===== src/rtl/uart_pkg.sv =====
`default_nettype none
// ============================================================================
// Package  : uart_pkg
// Brief    : UART transmitter state encoding, frame-format constants, helpers
// Revision : 1.0 - initial release
// ============================================================================
package uart_pkg;

    typedef logic [2:0] uart_state_t;

    localparam uart_state_t c_ST_IDLE   = 3'd0;
    localparam uart_state_t c_ST_START  = 3'd1;
    localparam uart_state_t c_ST_DATA   = 3'd2;
    localparam uart_state_t c_ST_PARITY = 3'd3;
    localparam uart_state_t c_ST_STOP   = 3'd4;

    localparam logic [1:0] c_DBITS_5 = 2'b00;
    localparam logic [1:0] c_DBITS_6 = 2'b01;
    localparam logic [1:0] c_DBITS_7 = 2'b10;
    localparam logic [1:0] c_DBITS_8 = 2'b11;

    localparam logic c_PARITY_EVEN = 1'b0;
    localparam logic c_PARITY_ODD  = 1'b1;

    // Index of the final payload bit: 5 data bits end at index 4, 8 at index 7.
    function automatic logic [2:0] last_data_idx(input logic [1:0] dbn);
        return 3'd4 + {1'b0, dbn};
    endfunction

    function automatic logic [7:0] data_mask(input logic [1:0] dbn);
        logic [7:0] m;
        case (dbn)
            c_DBITS_5: m = 8'h1F;
            c_DBITS_6: m = 8'h3F;
            c_DBITS_7: m = 8'h7F;
            default:   m = 8'hFF;
        endcase
        return m;
    endfunction

    function automatic logic calc_parity(input logic [7:0] d,
                                         input logic [1:0] dbn,
                                         input logic       ptype);
        logic p;
        p = ^(d & data_mask(dbn));
        return (ptype == c_PARITY_ODD) ? ~p : p;
    endfunction

endpackage : uart_pkg
`default_nettype wire


===== src/rtl/uart_baud_gen.sv =====
`default_nettype none
// ============================================================================
// Module   : uart_baud_gen
// Brief    : Bit-period counter; one-cycle tick every CLKS_PER_BIT clocks
// Revision : 1.0 - initial release
// ============================================================================
module uart_baud_gen #(
    parameter int CLKS_PER_BIT = 434
) (
    input  logic clk,
    input  logic reset,
    input  logic clear,
    input  logic enable,
    output logic tick
);

    localparam logic [15:0] c_TERMINAL = 16'(CLKS_PER_BIT - 1);

    logic [15:0] r_cnt;
    logic        w_at_term;

    assign w_at_term = (r_cnt == c_TERMINAL);

    // Clear wins so a new frame always starts with a full first bit period.
    always_ff @(posedge clk or posedge reset) begin
        if (reset) begin
            r_cnt <= '0;
        end else if (clear) begin
            r_cnt <= '0;
        end else if (enable) begin
            r_cnt <= w_at_term ? '0 : r_cnt + 16'd1;
        end
    end

    assign tick = enable && !clear && w_at_term;

endmodule : uart_baud_gen
`default_nettype wire


===== src/rtl/uart_tx.sv =====
`default_nettype none
// ============================================================================
// Module   : uart_tx
// Brief    : UART transmitter, 5-8 data bits, optional parity, 1 or 2 stops
// Macro    : UART_TX_CTS_EN - gate frame acceptance on cts_n low
// Revision : 1.0 - initial release
// ============================================================================
module uart_tx
    import uart_pkg::*;
#(
    parameter int CLKS_PER_BIT = 434
) (
    input  logic       clk,
    input  logic       reset,
    input  logic       start_tx,
    input  logic [7:0] tx_data,
    input  logic [1:0] data_bit_num,
    input  logic       stop_bit_num,
    input  logic       parity_en,
    input  logic       parity_type,
    input  logic       cts_n,
    output logic       tx,
    output logic       busy,
    output logic       tx_done
);

    uart_state_t r_state;
    logic [2:0]  r_bit_cnt;
    logic [7:0]  r_data;
    logic [1:0]  r_dbn;
    logic        r_stop2;
    logic        r_par_en;
    logic        r_par_type;
    logic        r_tx;
    logic        r_busy;
    logic        r_done;

    uart_state_t w_state_nxt;
    logic [2:0]  w_bit_cnt_nxt;
    logic [2:0]  w_next_idx;
    logic        w_tx_nxt;
    logic        w_busy_nxt;
    logic        w_done_nxt;
    logic        w_accept;
    logic        w_cts_ok;
    logic        w_tick;
    logic        w_par_bit;

`ifdef UART_TX_CTS_EN
    assign w_cts_ok = ~cts_n;
`else
    // Flow control disabled: cts_n stays on the port but never gates a frame.
    assign w_cts_ok = 1'b1 | cts_n;
`endif

    assign w_accept   = (r_state == c_ST_IDLE) && start_tx && w_cts_ok;
    assign w_next_idx = r_bit_cnt + 3'd1;
    assign w_par_bit  = calc_parity(r_data, r_dbn, r_par_type);

    uart_baud_gen #(
        .CLKS_PER_BIT (CLKS_PER_BIT)
    ) u_baud_gen (
        .clk    (clk),
        .reset  (reset),
        .clear  (w_accept),
        .enable (r_busy),
        .tick   (w_tick)
    );

    always_comb begin
        w_state_nxt   = r_state;
        w_bit_cnt_nxt = r_bit_cnt;
        w_tx_nxt      = r_tx;
        w_busy_nxt    = r_busy;
        w_done_nxt    = 1'b0;
        case (r_state)
            c_ST_IDLE: begin
                w_tx_nxt = 1'b1;
                if (w_accept) begin
                    w_state_nxt   = c_ST_START;
                    w_tx_nxt      = 1'b0;
                    w_busy_nxt    = 1'b1;
                    w_bit_cnt_nxt = 3'd0;
                end
            end
            c_ST_START: begin
                if (w_tick) begin
                    w_state_nxt   = c_ST_DATA;
                    w_tx_nxt      = r_data[0];
                    w_bit_cnt_nxt = 3'd0;
                end
            end
            c_ST_DATA: begin
                if (w_tick) begin
                    if (r_bit_cnt == last_data_idx(r_dbn)) begin
                        w_bit_cnt_nxt = 3'd0;
                        if (r_par_en) begin
                            w_state_nxt = c_ST_PARITY;
                            w_tx_nxt    = w_par_bit;
                        end else begin
                            w_state_nxt = c_ST_STOP;
                            w_tx_nxt    = 1'b1;
                        end
                    end else begin
                        w_bit_cnt_nxt = w_next_idx;
                        w_tx_nxt      = r_data[w_next_idx];
                    end
                end
            end
            c_ST_PARITY: begin
                if (w_tick) begin
                    w_state_nxt = c_ST_STOP;
                    w_tx_nxt    = 1'b1;
                end
            end
            c_ST_STOP: begin
                // r_bit_cnt marks the first of two stop bits as already sent.
                if (w_tick) begin
                    if (r_stop2 && (r_bit_cnt == 3'd0)) begin
                        w_bit_cnt_nxt = 3'd1;
                    end else begin
                        w_state_nxt   = c_ST_IDLE;
                        w_bit_cnt_nxt = 3'd0;
                        w_busy_nxt    = 1'b0;
                        w_done_nxt    = 1'b1;
                        w_tx_nxt      = 1'b1;
                    end
                end
            end
            default: begin
                w_state_nxt   = c_ST_IDLE;
                w_bit_cnt_nxt = 3'd0;
                w_tx_nxt      = 1'b1;
                w_busy_nxt    = 1'b0;
            end
        endcase
    end

    always_ff @(posedge clk or posedge reset) begin
        if (reset) begin
            r_state    <= c_ST_IDLE;
            r_bit_cnt  <= 3'd0;
            r_tx       <= 1'b1;
            r_busy     <= 1'b0;
            r_done     <= 1'b0;
            r_data     <= 8'h00;
            r_dbn      <= c_DBITS_8;
            r_stop2    <= 1'b0;
            r_par_en   <= 1'b0;
            r_par_type <= c_PARITY_EVEN;
        end else begin
            r_state   <= w_state_nxt;
            r_bit_cnt <= w_bit_cnt_nxt;
            r_tx      <= w_tx_nxt;
            r_busy    <= w_busy_nxt;
            r_done    <= w_done_nxt;
            if (w_accept) begin
                r_data     <= tx_data;
                r_dbn      <= data_bit_num;
                r_stop2    <= stop_bit_num;
                r_par_en   <= parity_en;
                r_par_type <= parity_type;
            end
        end
    end

    assign tx      = r_tx;
    assign busy    = r_busy;
    assign tx_done = r_done;

endmodule : uart_tx
`default_nettype wire


===== config.mk =====
export PLATFORM = sky130hd
export DESIGN_NAME = uart_tx
export DESIGN_NICKNAME = d
export VERILOG_FILES = /design/src/rtl/uart_pkg.sv /design/src/rtl/uart_baud_gen.sv /design/src/rtl/uart_tx.sv
export SDC_FILE = /design/constraint.sdc
export NUM_CORES = 1
export LEC_CHECK = 0
export ABC_CLOCK_PERIOD_IN_PS = 2800
export BUFFER_PORTS_ARGS = -buffer_cell sky130_fd_sc_hd__buf_4
export CAP_MARGIN = 10
export CORE_MARGIN = 5
export CORE_UTILIZATION = 30
export DETAILED_ROUTE_END_ITERATION = 8
export GPL_ROUTABILITY_DRIVEN = 0
export PLACE_DENSITY = 0.54
export SLEW_MARGIN = 10
export SYNTH_ARGS = -nofsm -noshare
export SYNTH_HDL_FRONTEND = slang
export SYNTH_SLANG_ARGS = --single-unit

===== constraint.sdc =====
create_clock -name clk -period 2.8 [get_ports clk]
set_input_delay 0.56 -clock clk [delete_from_list [all_inputs] [get_ports clk]]
set_output_delay 0.56 -clock clk [all_outputs]
set_load 0.05 [all_outputs]

==> results of run 1 <==
## cell usage after synthesis, types with 3 or more instances
library cell,n
a21oi_1,7
nand4_1,3
inv_1,10
nor2b_1,4
and2_1,3
dfrtp_1,35
mux2i_1,3
a22o_1,5
dfstp_2,3
xor2_1,4
clkbuf_1,5
nor4b_1,3
nor3_1,7
nand2_1,17
a41oi_1,3
a21o_1,3
or3_1,4
nor2_1,9
o21ai_0,19
nand3_1,6
xnor2_1,8
ha_1,4
mux2_2,12
## how the worst max path moves through the flow
stage / start / end / cells after the start
final: u_baud_gen.r_cnt[1] / r_bit_cnt[0] / 7
after global routing: u_baud_gen.r_cnt[1] / r_bit_cnt[0] / 7
after CTS: u_baud_gen.r_cnt[1] / r_bit_cnt[0] / 7
after detailed placement: u_baud_gen.r_cnt[1] / r_bit_cnt[0] / 7
after global placement: u_baud_gen.r_cnt[1] / r_bit_cnt[0] / 7
after floorplan: busy / r_bit_cnt[0] / 5
## sequential cells by signal, indices dropped and copies added (netlist names)
name              cells
r_par_en              1
tx_done               1
r_data                8
tx                    1
busy                  1
r_dbn                 2
r_bit_cnt             3
r_par_type            1
u_baud_gen.r_cnt     16
r_state               3
r_stop2               1
## routing by layer
layer	share of wire [%]	wire [um]	up-vias	GRT usage (%)
met5	0	0	-	0
met4	0.96	45	0	3.19
met3	2.6	121	4	2.23
met2	46	2150	21	16.0
met1	50	2360	798	14.1
li1	-	-	857	-
## metrics by stage
step / cell area, um2 / utilization, % / std cells / total power (uW) / hold WS (ns)
floorplan: 2300 / - / 224 / 626 / 0.476
global placement: 2510 / 33.1 / 337 / 655 / 0.500
detailed placement: 2510 / 33.1 / 337 / 657 / 0.505
CTS: 2650 / 34.9 / 345 / 1230 / 0.392
global route: 2650 / 34.9 / 345 / 1260 / 0.424
finish: 2650 / 34.9 / 345 / 1210 / 0.376
## worst max-delay path: stages, from the launching register on
cell and delay [ns]:
dfrtp_1 0.40, inv_1 0.08, ha_1 0.16, or4bb_1 0.54, or4_4 0.48, a21oi_2 0.17, o21ai_2 0.09, mux2_4 0.31
## report_power, final
group,total (uW),leakage [uW],internal [uW],switching [uW]
clock network,568,0.0000683,357,211
logic,72.0,0.000558,43.4,28.6
registers,571,0.000491,561,10.3
total,1210,0.00112,961,250
## kinds of logic after synthesis
kind of cell             share of synthesized area (%)
AO/OA/AOI/OAI                                     15.6
XOR/XNOR                                          5.56
adder cells (fa/ha/maj)                           2.18
buffers and inverters                             4.90
flip-flops                                        41.6
multiplexers                                      9.81
AND/OR/NAND/NOR                                   20.3
## layout by cell type, fill, tap and decap left out, drive strengths merged, types with 2 or more instances in the layout
cell type | Yosys | routed
dfrtp | 35 | 35
buf | 2 | 21
o21ai | 20 | 20
nand2 | 17 | 17
mux2 | 13 | 13
inv | 10 | 10
nor2 | 9 | 9
xnor2 | 8 | 8
a21oi | 8 | 8
nor3 | 7 | 7
nand3 | 6 | 6
a22o | 5 | 5
clkbuf | 6 | 5
nor2b | 4 | 4
or3 | 4 | 4
xor2 | 4 | 4
ha | 4 | 4
nor4b | 4 | 4
a21o | 4 | 4
nand4 | 3 | 3
and2 | 3 | 3
a41oi | 3 | 3
mux2i | 3 | 3
dfstp | 3 | 3
nand2b | 2 | 2
nor4bb | 2 | 2
and3 | 2 | 2
or2 | 2 | 2
a31oi | 2 | 2
nand3b | 2 | 2
o22ai | 2 | 2
or4 | 2 | 2
o41ai | 2 | 2
o31ai | 2 | 2
mux4 | 2 | 2
bufinv | 0 | 2
## area by class of cell
type                       count  area, um2
clock inverter                 3       68.8
clock buffer                   5       68.8
tap                          102        128
timing repair buffer          21        158
fill                         794       4950
sequential                    38        955
inverter                      10       37.5
multi-input combinational    166       1240
==> impl_metrics.json, run 1 <==
{
  "status": "complete, no violations",
  "num_antenna_cells": 0,
  "syn_inst": 224,
  "layout_setup_ws_ns": 0.458,
  "r2r_setup_slack_ns": 0.46,
  "synth-seq-cells": 38,
  "cp-end-kind": "flop",
  "rsz0062_at_grt": "no",
  "die_h_um": 97.5,
  "tns_ns": 0,
  "synth.largest_area_cell": "dfrtp_1",
  "grt_max_degree": 39,
  "antenna_found_initial": 0,
  "slew_headroom_pct": 53.6,
  "num_rows": 32,
  "worst_slew_pin_slew_ns": 0.694,
  "hold_violations": 0,
  "ant_nets": 0,
  "fin_worst_skew_ns": 0.00743,
  "cts-root-buf": "clkbuf_8",
  "leakage_uw": 0.00112,
  "hold_path.class": "in2async",
  "fmax_mhz": 427,
  "criticalPathCategory": "reg2reg",
  "post_cts_buffers": 0,
  "seq_area_frac_synth_pct": 41.6,
  "clk_latency_ns": 0.29,
  "cts_resized": 0,
  "start_util_pct": 30.2,
  "cts.sinks": 38,
  "portBuffers": 18,
  "fp.dieW_um": 97.5,
  "slew_violations": 0,
  "r2r_end": "r_bit_cnt[0]",
  "period_minus_slack_ns": 2.34,
  "grt_pass1_wl_mm": 8.08,
  "synth_top_area_share_pct": 38.1,
  "grt.total_usage_pct": 10.2,
  "synth_edf_count": 0,
  "r2r_cells": 7,
  "wire_per_inst_um": 13.6,
  "ys.flop_type": "dfrtp_1",
  "required_ns": 2.98,
  "nNetsFinal": 263,
  "cp-start-kind": "flop",
  "dieArea_um2": 9500,
  "place_ws_ns": 0.458,
  "drtPass1Iterations": 4,
  "cts_tree": "yes",
  "vias_per_cell": 4.87,
  "max-vdd-ir-drop_uv": 217,
  "wl_mm": 4.68,
  "post_synth_num_cell_types": 59,
  "vias": 1680,
  "grt_pass1_vias": 1657,
  "arrival_ns": 2.52,
  "async_flop_share_pct": 100,
  "path_clk_slew_ns": 0.08,
  "postCtsHoldBufs": 0,
  "cts_max_level": 2,
  "drc_errors": 0,
  "drt_iter0_markers": 59,
  "synth_area_leaders": "dfrtp_1 (38%), mux2_2 (5.9%), o21ai_0 (4.1%)",
  "clock_path_buffers": 2,
  "cts_buffers": 5,
  "r2r_start": "u_baud_gen.r_cnt[1]",
  "fp.coreArea_um2": 7610,
  "drv_cap": 0,
  "synth.avg_cell_area_um2": 10.2,
  "fin_crit_sh_pct": 83.6,
  "drive_above_1_share_pct": 24.7,
  "overflow": 0,
  "crit_fanout": 5,
  "io_pins": 20,
  "synth_fp_nets": 245,
  "ys_warn_count": 0,
  "power.density_nw_per_um2": 457,
  "hpwl_mm": 3.39,
  "final-setup-viol-count": 0,
  "synthToLayoutAreaGrowth_pct": 15.5,
  "syn_area_um2": 2300
}
No activity file was read; power rests on OpenSTA's default activity.
==> run 2, diff against run 1 <==
Settings changed: ABC_AREA set to 1, ABC_CLOCK_PERIOD_IN_PS 2800 to 2090, PLACE_DENSITY 0.54 to 0.55.
Clock period 2.8 ns to 2.09 ns, I/O delays scaled along.
==> impl_metrics.json, run 2 <==
{
  "status": "complete, no violations",
  "num_rows": 32,
  "fin_worst_skew_ns": 0.00993,
  "ys_warn_count": 0,
  "cts_resized": 0,
  "fin_crit_sh_pct": 86.1,
  "drv_cap": 0,
  "grt_pass1_wl_mm": 9.14,
  "wire_per_inst_um": 11.3,
  "antenna_found_initial": 0,
  "grt.total_usage_pct": 11.4,
  "fmax_mhz": 556,
  "layout_commonest_cell": "nand2_1",
  "synthTopCellsByCount": "nand2_1 (69), inv_1 (43), dfrtp_1 (35)",
  "synth_area_leaders": "dfrtp_1 (38%), nand2_1 (11%), inv_1 (7.0%)",
  "grt_pass1_vias": 1993,
  "routed.top_layer": "met4",
  "final-setup-viol-count": 0,
  "slew_headroom_pct": 67.1,
  "drive_above_1_share_pct": 16.6,
  "seq_area_frac_synth_pct": 41.1,
  "fp.dieW_um": 98.0,
  "synth_edf_count": 0,
  "r2r_start": "u_baud_gen.r_cnt[0]",
  "r2r_cells": 8,
  "rsz0062_at_grt": "no",
  "wl_met3_um": 180,
  "synth-seq-cells": 38,
  "drtPass1Iterations": 4,
  "worst_slew_pin_slew_ns": 0.493,
  "cts_buffers": 5,
  "reg_top3": "u_baud_gen.r_cnt x16, r_data x8",
  "synth_top_area_share_pct": 37.7,
  "die_h_um": 98.0,
  "overflow": 0,
  "syn_area_um2": 2320,
  "clock_path_buffers": 2,
  "path_clk_slew_ns": 0.08,
  "grt_max_degree": 39,
  "drc_errors": 0,
  "syn_inst": 311,
  "post_cts_buffers": 0,
  "power.density_nw_per_um2": 1210,
  "leakage_uw": 0.00127,
  "cts-root-buf": "clkbuf_8",
  "synth_fp_nets": 332,
  "hold_violations": 0,
  "cts_max_level": 2,
  "slew_violations": 0,
  "num_antenna_cells": 0,
  "hpwl_mm": 3.77,
  "cts_tree": "yes",
  "wl_mm": 4.97,
  "cp-end-kind": "flop",
  "nNetsFinal": 357,
  "fp.coreArea_um2": 7650,
  "vias_per_cell": 4.56,
  "ys.flop_type": "dfrtp_1",
  "postCtsHoldBufs": 0,
  "dieArea_um2": 9600,
  "wl_met2_mm": 2.32,
  "period_minus_slack_ns": 1.80,
  "post-route-util_pct": 35.2,
  "yosysMostFrequentCell": "nand2_1",
  "arrival_ns": 1.97,
  "cts.sinks": 38,
  "largest-register": "u_baud_gen.r_cnt",
  "tns_ns": 0,
  "synthToLayoutAreaGrowth_pct": 15.8,
  "drt_iter0_markers": 84,
  "synth.largest_area_cell": "dfrtp_1",
  "async_flop_share_pct": 100,
  "layout_common_cells": "nand2_1 (69), inv_1 (43), dfrtp_1 (35), nor2_1 (27), nand3_1 (26)",
  "start_util_pct": 30.4,
  "crit_start": "u_baud_gen.r_cnt[0]",
  "portBuffers": 18,
  "cp-start-kind": "flop",
  "required_ns": 2.27,
  "vias": 2003,
  "crit_fanout": 5,
  "io_pins": 20,
  "criticalPathCategory": "reg2reg",
  "clk_latency_ns": 0.29,
  "hold_path.class": "in2async",
  "drt-met1-wl_mm": 2.43,
  "largest_reg_flops": 16,
  "max-vdd-ir-drop_uv": 481,
  "synth.avg_cell_area_um2": 7.47,
  "ant_nets": 0,
  "post_synth_num_cell_types": 36
}
==> run 2: cell families (layout without fill, tap and decap cells) <==
logic type,Yosys count,after routing,share of synthesized area [%]
AOI/OAI and AO/OA,58,58,13.7
and+or+nand+nor,152,152,31.5
muxes,3,3,1.45
buffers and inverters,52,78,8.57
xor gates and xnor gates,4,4,1.51
DFF,38,38,41.1
adders and majority gates,4,4,2.16
==> run 2: routing by layer <==
layer,up-vias,GRT usage [%]
met5,-,0
met2,29,18.3
met1,907,15.4
li1,1062,-
met4,0,2.56
met3,5,3.29
==> run 2: layout make-up <==
cell class / instances / area [um2]
fillers: 823 / 4960
multi-input cells: 221 / 1170
flip-flops and latches: 38 / 955
inverters: 48 / 181
repair buffers: 22 / 165
well taps: 102 / 128
clock buffers: 7 / 86.3
clock inverters: 1 / 5.00
==> run 2: through the flow <==
stage | power [uW] | std cells | hold slack (ns) | area (um2) | worst slack, ns
6_report | 3260 | 439 | 0.243 | 2690 | 0.291
5_1_grt | 3620 | 439 | 0.291 | 2690 | 0.0737
4_1_cts | 3310 | 439 | 0.261 | 2690 | 0.285
3_5_place_dp | 2770 | 431 | 0.497 | 2600 | 0.303
3_3_place_gp | 2740 | 431 | 0.492 | 2600 | 0.351
2_1_floorplan | 2390 | 311 | 0.462 | 2320 | 0.548
==> run 2: power breakdown <==
part / total (uW) / internal [uW] / switching (uW)
Sequential: 1150 / 957 / 188
Combinational: 1580 / 586 / 997
Clock: 533 / 266 / 267
Total: 3260 / 1810 / 1450
==> run 2: final timing paths <==
kind	end	slack, ns
worst max-delay path	u_baud_gen.r_cnt[14]	0.29
worst min-delay path	u_baud_gen.r_cnt[5]	0.24
worst max register to register	u_baud_gen.r_cnt[14]	0.29
worst min register to register	r_state[1]	0.51
max in group asynchronous	r_dbn[1]	1.48
min in group clk	r_data[7]	0.36
==> run 2: critical path, cell delays in order, from the launching register on <==
cell and delay (ns):
dfrtp_1 0.42, ha_1 0.21, nand3_1 0.15, nor2_1 0.17, nand2_1 0.12, nor3_1 0.20
nand2_1 0.14, o21ai_0 0.18, o22ai_1 0.10
